$ cat src/rtl/shift_pkg.sv
// Shared types for the sequential shift/rotate unit.
// Mode encoding matches the ALU MODE field.
package shift_pkg;
  typedef enum logic [1:0] {LSL = 2'b00, LSR = 2'b01, ASR = 2'b10, ROL = 2'b11} shift_mode_t;
  typedef enum logic [1:0] {IDLE = 2'b00, SHIFT = 2'b01, FINISH = 2'b10} shift_state_t;
endpackage

$ cat src/rtl/shift_step.sv
// Combinational single step: shifts/rotates w by k positions (k <= N).
// cout is the last bit to leave the word; lost is the OR of the bits dropped.
module shift_step
  import shift_pkg::*;
#(
  parameter int N  = 8,
  parameter int KW = 4
) (
  input  logic [N-1:0]  w,
  input  logic [KW-1:0] k,
  input  shift_mode_t   mode,
  input  logic          sign,
  output logic [N-1:0]  nxt,
  output logic          cout,
  output logic          lost
);
  logic [2*N-1:0] lsl_t, rsh_t, rol_t, fill;

  always_comb begin
    lsl_t = {{N{1'b0}}, w} << k;
    rol_t = {w, w} << k;
    // ASR fill: the top k bits take the sign latched at start
    fill  = (mode == ASR && sign) ? ~({(2*N){1'b1}} >> k) : '0;
    rsh_t = ({w, {N{1'b0}}} >> k) | fill;
    nxt   = w;
    cout  = 1'b0;
    lost  = 1'b0;
    case (mode)
      LSL: begin
        nxt  = lsl_t[N-1:0];
        cout = lsl_t[N];
        lost = |lsl_t[2*N-1:N];
      end
      LSR, ASR: begin
        nxt  = rsh_t[2*N-1:N];
        cout = rsh_t[N-1];
        lost = |rsh_t[N-1:0];
      end
      ROL: begin
        nxt  = rol_t[2*N-1:N];
        cout = rol_t[N];
        lost = |rol_t[N-1:0];
      end
      default: ;
    endcase
  end
endmodule

$ cat src/rtl/seq_shifter.sv
// Multi-cycle shift/rotate unit with START/BUSY/DONE handshake.
// Moves up to STEP positions per cycle; OUT is loaded on entry to FINISH.
module seq_shifter
  import shift_pkg::*;
#(
  parameter int N    = 8,
  parameter int STEP = 1
) (
  input  logic         clk,
  input  logic         rst_n,
  input  logic         start,
  input  logic [1:0]   mode,
  input  logic [N-1:0] a,
  input  logic [N-1:0] b,
  output logic         busy,
  output logic         done,
  output logic [N-1:0] out,
  output logic         overflow,
  output logic         carry
);
  localparam int CW = $clog2(N + 1);
  localparam logic [CW-1:0] STEP_C = CW'(STEP);
  localparam logic [CW-1:0] N_C    = CW'(N);
  localparam logic [N-1:0]  N_B    = N'(N);

  shift_state_t state, state_nxt;
  shift_mode_t  mode_in, md;
  logic [N-1:0]  wrk, step_w;
  logic [CW-1:0] rem, k, amt;
  logic          sgn, step_c, step_l;

  assign mode_in = shift_mode_t'(mode);

  // Logical/arithmetic amounts saturate at N; rotates wrap
  always_comb begin
    amt = '0;
    if (mode_in == ROL) amt = CW'(b % N_B);
    else                amt = (b >= N_B) ? N_C : CW'(b);
  end

  assign k = (rem < STEP_C) ? rem : STEP_C;

  shift_step #(.N(N), .KW(CW)) u_step (
    .w    (wrk),
    .k    (k),
    .mode (md),
    .sign (sgn),
    .nxt  (step_w),
    .cout (step_c),
    .lost (step_l)
  );

  always_ff @(posedge clk or negedge rst_n) begin
    if (!rst_n) state <= IDLE;
    else        state <= state_nxt;
  end

  always_comb begin
    state_nxt = state;
    busy      = 1'b0;
    done      = 1'b0;
    case (state)
      IDLE:    if (start) state_nxt = (amt != '0) ? SHIFT : FINISH;
      SHIFT: begin
        busy = 1'b1;
        if (rem == k) state_nxt = FINISH;
      end
      FINISH: begin
        done      = 1'b1;
        state_nxt = IDLE;
      end
      default: state_nxt = IDLE;
    endcase
  end

  always_ff @(posedge clk or negedge rst_n) begin
    if (!rst_n) begin
      wrk      <= '0;
      rem      <= '0;
      md       <= LSL;
      sgn      <= 1'b0;
      out      <= '0;
      overflow <= 1'b0;
      carry    <= 1'b0;
    end else begin
      case (state)
        IDLE: if (start) begin
          wrk      <= a;
          md       <= mode_in;
          sgn      <= a[N-1];
          rem      <= amt;
          overflow <= 1'b0;
          carry    <= 1'b0;
          if (amt == '0) out <= a;
        end
        SHIFT: begin
          wrk   <= step_w;
          rem   <= rem - k;
          carry <= step_c;
          if (md == LSL) overflow <= overflow | step_l;
          if (rem == k)  out      <= step_w;
        end
        default: ;
      endcase
    end
  end
endmodule

$ cat config.mk
export PLATFORM = sky130hd
export DESIGN_NAME = seq_shifter
export DESIGN_NICKNAME = d
export VERILOG_FILES = /design/src/rtl/shift_pkg.sv /design/src/rtl/shift_step.sv /design/src/rtl/seq_shifter.sv
export SDC_FILE = /design/constraint.sdc
export NUM_CORES = 1
export LEC_CHECK = 0
export CORE_UTILIZATION = 40
export DETAILED_ROUTE_END_ITERATION = 16
export GPL_TIMING_DRIVEN = 0
export HOLD_SLACK_MARGIN = 0.03
export SYNTH_ARGS = -nofsm -noshare
export SYNTH_HDL_FRONTEND = slang
export SYNTH_SLANG_ARGS = --single-unit
$ cat constraint.sdc
create_clock -name clk -period 7.43 [get_ports clk]
set_input_delay 1.486 -clock clk [delete_from_list [all_inputs] [get_ports clk]]
set_output_delay 1.486 -clock clk [all_outputs]
set_load 0.01 [all_outputs]
==> impl_metrics.env, run 1 <==
export IMPL_hold_buffers=0
export IMPL_antenna_found_initial=0
export IMPL_portBuffers=32
export IMPL_syn_num_nets=193
export IMPL_yosysMostFrequentCell="dfrtp_1"
export IMPL_post_cts_buffers=0
export IMPL_synth_top_cell_area_share_pct=40.4
export IMPL_setup_viol=0
export IMPL_firstDrtPassIters=4
export IMPL_cts_tree="yes"
export IMPL_synthDistinctLibCells=49
export IMPL_path_clk_slew_ns=0.10
export IMPL_synthArstFlopShare_pct=100
export IMPL_avgSynthCellArea_um2=10.1
export IMPL_slowest_stage="clkdlybuf4s50_1"
export IMPL_ctsResizeCount=0
export IMPL_arrival_ns=1.99
export IMPL_finClkSkew_ns=0.00423
export IMPL_synth_top_area_cell="dfrtp_1"
export IMPL_dp_final_hpwl_um=3060
export IMPL_fin_setup_tns_ns=0
export IMPL_finalCritPeriodShare_pct=46.7
export IMPL_syn_to_final_growth_pct=25.3
export IMPL_ys_warn_count=0
export IMPL_worstPathMaxFanout=10
export IMPL_endpoint_kind="output pin"
export IMPL_slew_headroom_pct=56.3
export IMPL_ys_ff_latch=27
export IMPL_p_per_area_nw_per_um2=467
export IMPL_drv_slew=0
export IMPL_synth_edf_count=0
export IMPL_viasPerCell=5.73
export IMPL_grt_total_usage_pct=21.4
export IMPL_root_buffer="clkbuf_8"
export IMPL_max_vdd_ir_drop_uv=190
export IMPL_max_freq_ghz=0.288
export IMPL_p_clk_share_pct=8.8
export IMPL_grt_max_degree=28
export IMPL_yosys_top_cells_area="dfrtp_1 40%, mux2_2 6.7%, ha_1 4.5%"
export IMPL_min_path_type="reg -> reg"
export IMPL_core_area_um2=4000
export IMPL_drt_wl_total_um=4150
export IMPL_overflow=0
export IMPL_worstMarginPinSlew_ns=0.652
export IMPL_pwr_share_seq_pct=29.8
export IMPL_status="complete, no violations"
export IMPL_synthFlopType="dfrtp_1"
export IMPL_syn_area_um2=1670
export IMPL_critPathMaxStageDelay_ns=0.57
export IMPL_start_util_pct=41.8
export IMPL_syn_inst=166
export IMPL_grt_pass1_wl_um=7180
export IMPL_worst_setup_path_start_kind="flip-flop"
export IMPL_die_area_um2=4440
export IMPL_first_global_vias=1521
export IMPL_route_detailed_drc=0
export IMPL_hold_ws_ns=0.521
export IMPL_wl_per_cell_um=16.5
export IMPL_ys_seq_area_share_pct=40.4
export IMPL_die_h_um=66.6
export IMPL_place_congestion=0.857
export IMPL_fill_cells=363
export IMPL_crit_top_cell="buf_2"
export IMPL_cts_sinks=27
export IMPL_period_minus_slack_ns=3.47
export IMPL_drt_initial_drc_count=102
export IMPL_clkLatencyLatePin_ns=0.27
export IMPL_critPathKind="reg -> out"
export IMPL_n_antenna_cell=0
export IMPL_synth_commonest_cells="27 x dfrtp_1, 14 x nand2_1, 10 x mux2_2, 10 x o21ai_0, 10 x o21ai_1"
export IMPL_intPower_w=0.000556
export IMPL_stdcell_count=252
export IMPL_ant_nets=0
export IMPL_p_total_w=0.000978
export IMPL_critical_path_cell_chain="nand2b_1, buf_2, inv_1, buf_2, clkdlybuf4s50_1"
export IMPL_cts_htree_levels=1
export IMPL_drive_gt1_share_pct=15.3
export IMPL_row_count=23
export IMPL_fin_nets=230
export IMPL_cts_buffers=3
export IMPL_ios=33
export IMPL_maxCapViolations=0
export IMPL_final_hold_viol_count=0
export IMPL_swShare_pct=43.1
export IMPL_vias=1444
export IMPL_rsz0062_at_grt="no"
export IMPL_fp_dieW_um=66.6
export IMPL_placed_cells=248
export IMPL_finish_utilization_pct=52.3
export IMPL_crit_required_ns=5.94
export IMPL_leakage_nw=0.875
export IMPL_cts_buffer_depth=2
export IMPL_share_comb_of_total_power_pct=61.4
export IMPL_power_switching_w=0.000421
## logic make-up after synthesis
kind of cell             Yosys count  synth area share [%]
AO/OA/AOI/OAI                     50                  20.8
buffers and inverters             19                  6.14
AND/OR/NAND/NOR                   47                  16.0
multiplexers                      17                  12.1
adder cells (fa/ha/maj)            6                  4.49
flip-flops                        27                  40.4
## routing by layer
metal,up-vias,part of all wire [%],GRT usage (%)
met5,-,0,0
met4,0,1.8,7.18
met3,6,3.4,3.08
met2,28,48,34.6
met1,716,47,29.0
li1,694,-,-
## metrics by stage
stage,worst slack [ns],instance area (um2)
4_1_cts,3.96,2100
3_5_place_dp,3.91,2050
5_1_grt,3.88,2090
2_1_floorplan,4.62,1670
3_3_place_gp,3.96,2050
6_report,3.96,2090
## layout by cell type (no fill, tap or decap), types with 2 or more instances in the layout
cell type	Yosys	layout
a21oi_1	7	7
a222oi_1	6	6
a31oi_1	3	3
buf_2	2	3
buf_6	3	3
clkbuf_1	1	2
clkbuf_2	2	2
clkbuf_8	0	3
clkdlybuf4s50_1	0	31
dfrtp_1	27	27
ha_1	6	6
inv_1	9	9
mux2_2	10	10
mux2_4	4	4
mux2i_1	3	3
nand2_1	14	14
nand2b_1	3	3
nand3_1	2	2
nand4b_1	3	3
nor2_1	6	6
nor2b_1	2	2
nor3_1	3	3
nor4_1	2	2
o21ai_0	10	10
o21ai_1	10	10
or4_1	3	3
## final timing paths
kind	end	cells past startpoint	slack (ns)	from
setup / recovery	busy	5	3.96	state[1]$_DFFE_PN0P_
hold / removal	out[7]$_DFFE_PN0P_	1	0.52	out[7]$_DFFE_PN0P_
setup reg to reg	out[1]$_DFFE_PN0P_	9	4.74	rem[2]$_DFFE_PN0P_
hold reg to reg	out[7]$_DFFE_PN0P_	1	0.52	out[7]$_DFFE_PN0P_
max in group asynchronous	out[4]$_DFFE_PN0P_	1	5.80	rst_n
min in group asynchronous	rem[1]$_DFFE_PN0P_	1	1.22	rst_n
## registers in the layout, summed over array words and instances, names as in the netlist
signal	count
rem	4
wrk	8
carry	1
md	2
sgn	1
out	8
state	2
overflow	1
## power groups by stage
| stage | clock [W] | combinational [W] | sequential, W |
|---|---|---|---|
| 4_1_cts | 0.0000877 | 0.000601 | 0.000290 |
| 2_1_floorplan | 0 | 0.000418 | 0.000289 |
| 3_5_place_dp | 0 | 0.000596 | 0.000293 |
| 3_3_place_gp | 0 | 0.000583 | 0.000290 |
| 5_1_grt | 0.0000929 | 0.000668 | 0.000305 |
| 6_report | 0.0000865 | 0.000600 | 0.000291 |
## critical path, delay by kind of cell, from the launching register on
kind / cells / cell delay, ns
flops: 1 / 0.41
simple gates: 1 / 0.15
buf+inv: 4 / 1.15
## layout make-up
type                    instances  area, um2  area share [%]
multi-input cells             120        892            42.6
clock buffers                   4       45.0            2.15
plain buffers                  10       68.8            3.29
flip-flops and latches         27        676            32.3
repair buffers                 32        315            15.1
inverters                       9       33.8            1.61
well taps                      50       62.6            2.99
Note: power is estimated with default switching activity, not from simulation.
==> run 2, diff against run 1 <==
--- a/config.mk
+++ b/config.mk
@@ -9,6 +9,7 @@
 export DETAILED_ROUTE_END_ITERATION = 16
 export GPL_TIMING_DRIVEN = 0
 export HOLD_SLACK_MARGIN = 0.03
+export PLACE_DENSITY = 0.67
 export SYNTH_ARGS = -nofsm -noshare
 export SYNTH_HDL_FRONTEND = slang
 export SYNTH_SLANG_ARGS = --single-unit
==> constraint.sdc (replaced) <==
create_clock -name clk -period 3.1 [get_ports clk]
set_input_delay 0.62 -clock clk [delete_from_list [all_inputs] [get_ports clk]]
set_output_delay 0.62 -clock clk [all_outputs]
set_load 0.01 [all_outputs]
==> impl_metrics.env, run 2 (synthesis results as in run 1) <==
export IMPL_p_clk_share_pct=8.8
export IMPL_stdcell_count=252
export IMPL_place_congestion=0.889
export IMPL_rsz0062_at_grt="no"
export IMPL_period_minus_slack_ns=2.69
export IMPL_max_vdd_ir_drop_uv=483
export IMPL_path_clk_slew_ns=0.10
export IMPL_first_global_vias=1526
export IMPL_worst_setup_path_start_kind="flip-flop"
export IMPL_endpoint_kind="flip-flop"
export IMPL_p_per_area_nw_per_um2=1120
export IMPL_grt_max_degree=28
export IMPL_cts_buffers=3
export IMPL_layout_commonest_cell="clkdlybuf4s50_1"
export IMPL_fp_dieW_um=66.6
export IMPL_dp_final_hpwl_um=3040
export IMPL_final_cell_mix="31 x clkdlybuf4s50_1, 27 x dfrtp_1, 14 x nand2_1"
export IMPL_fin_nets=230
export IMPL_portBuffers=32
export IMPL_cts_tree="yes"
export IMPL_core_area_um2=4000
export IMPL_fin_setup_tns_ns=0
export IMPL_worstMarginPinSlew_ns=0.666
export IMPL_leakage_nw=0.877
export IMPL_hold_ws_ns=0.345
export IMPL_viasPerCell=5.98
export IMPL_die_h_um=66.6
export IMPL_syn_to_final_growth_pct=25.4
export IMPL_placed_cells=248
export IMPL_min_path_type="in -> async"
export IMPL_start_util_pct=41.8
export IMPL_grt_total_usage_pct=21.7
export IMPL_drt_wl_total_um=4240
export IMPL_final_hold_viol_count=0
export IMPL_drive_gt1_share_pct=15.8
export IMPL_final_area_um2=2090
export IMPL_status="complete, no violations"
export IMPL_n_antenna_cell=0
export IMPL_route_detailed_drc=0
export IMPL_drv_slew=0
export IMPL_intPower_w=0.00133
export IMPL_wl_per_cell_um=16.8
export IMPL_post_cts_buffers=0
export IMPL_hold_buffers=0
export IMPL_antenna_found_initial=0
export IMPL_maxCapViolations=0
export IMPL_ctsResizeCount=0
export IMPL_setup_viol=0
export IMPL_clkLatencyLatePin_ns=0.28
export IMPL_row_count=23
export IMPL_placed_area_um2=2050
export IMPL_pwr_share_seq_pct=30.1
export IMPL_vias=1507
export IMPL_critPathKind="reg -> reg"
export IMPL_cts_htree_levels=1
export IMPL_root_buffer="clkbuf_8"
export IMPL_firstDrtPassIters=5
export IMPL_cts_buffer_depth=2
export IMPL_overflow=0
export IMPL_worstPathMaxFanout=10
export IMPL_die_area_um2=4440
export IMPL_finClkSkew_ns=0.00722
export IMPL_cts_sinks=27
export IMPL_share_comb_of_total_power_pct=61.1
export IMPL_reg_top3="out x8, wrk x8, rem x4"
export IMPL_arrival_ns=2.86
export IMPL_crit_required_ns=3.27
export IMPL_slew_headroom_pct=55.4
export IMPL_drt_initial_drc_count=108
export IMPL_ant_nets=0
export IMPL_ios=33
export IMPL_swShare_pct=43.4
export IMPL_power_switching_w=0.00102
export IMPL_max_freq_ghz=0.371
export IMPL_grt_pass1_wl_um=7310
export IMPL_finalCritPeriodShare_pct=86.9
-- run 2: layout make-up --
class | instances | area, um2
inverters | 9 | 33.8
multi-input cells | 120 | 892
repair buffers | 32 | 315
clock inverters | 1 | 5.00
plain buffers | 10 | 68.8
fillers | 376 | 1910
clock buffers | 3 | 41.3
well taps | 50 | 62.6
flip-flops and latches | 27 | 676
-- run 2: power groups by stage --
stage | clock network [W] | registers (W) | logic [W]
CTS | 0.000210 | 0.000705 | 0.00144
floorplan | 0 | 0.000692 | 0.00100
finish | 0.000208 | 0.000708 | 0.00144
global placement | 0 | 0.000691 | 0.00139
global route | 0.000230 | 0.000738 | 0.00159
detailed placement | 0 | 0.000708 | 0.00143
-- run 2: final timing paths --
check / start / endpoint / slack, ns / cells after the start
setup / recovery: rem[2]$_DFFE_PN0P_ / out[2]$_DFFE_PN0P_ / 0.41 / 9
hold / removal: rst_n / overflow$_DFFE_PN0P_ / 0.34 / 1
setup reg to reg: rem[2]$_DFFE_PN0P_ / out[2]$_DFFE_PN0P_ / 0.41 / 9
hold reg to reg: out[7]$_DFFE_PN0P_ / out[7]$_DFFE_PN0P_ / 0.52 / 1
max in group asynchronous: rst_n / out[3]$_DFFE_PN0P_ / 2.35 / 1
min in group clk: out[7]$_DFFE_PN0P_ / out[7]$_DFFE_PN0P_ / 0.52 / 1
-- run 2: layer usage --
layer  global-route usage, %  share of wire (%)
met1                    29.3                 44
met2                    35.2                 50
met3                    2.23                4.1
met4                    8.24                1.7
met5                       0                  0
-- run 2: worst max-delay path, stage by stage (launching register included) --
cell and delay [ns]:
dfrtp_1 0.45, or4_4 0.59, buf_6 0.17, nand2b_1 0.10
ha_1 0.15, nor3b_1 0.29, a21o_1 0.18, o31a_1 0.14
buf_6 0.16, mux2_2 0.34
-- run 2: stage by stage --
| step | setup WS [ns] | utilization (%) | power, W |
|---|---|---|---|
| after detailed placement | 0.411 | 51.3 | 0.00214 |
| after global routing | 0.287 | 52.4 | 0.00256 |
| after floorplan | 0.706 | - | 0.00169 |
| final | 0.407 | 52.4 | 0.00235 |
| after global placement | 0.449 | 51.3 | 0.00208 |
| after CTS | 0.397 | 52.5 | 0.00236 |
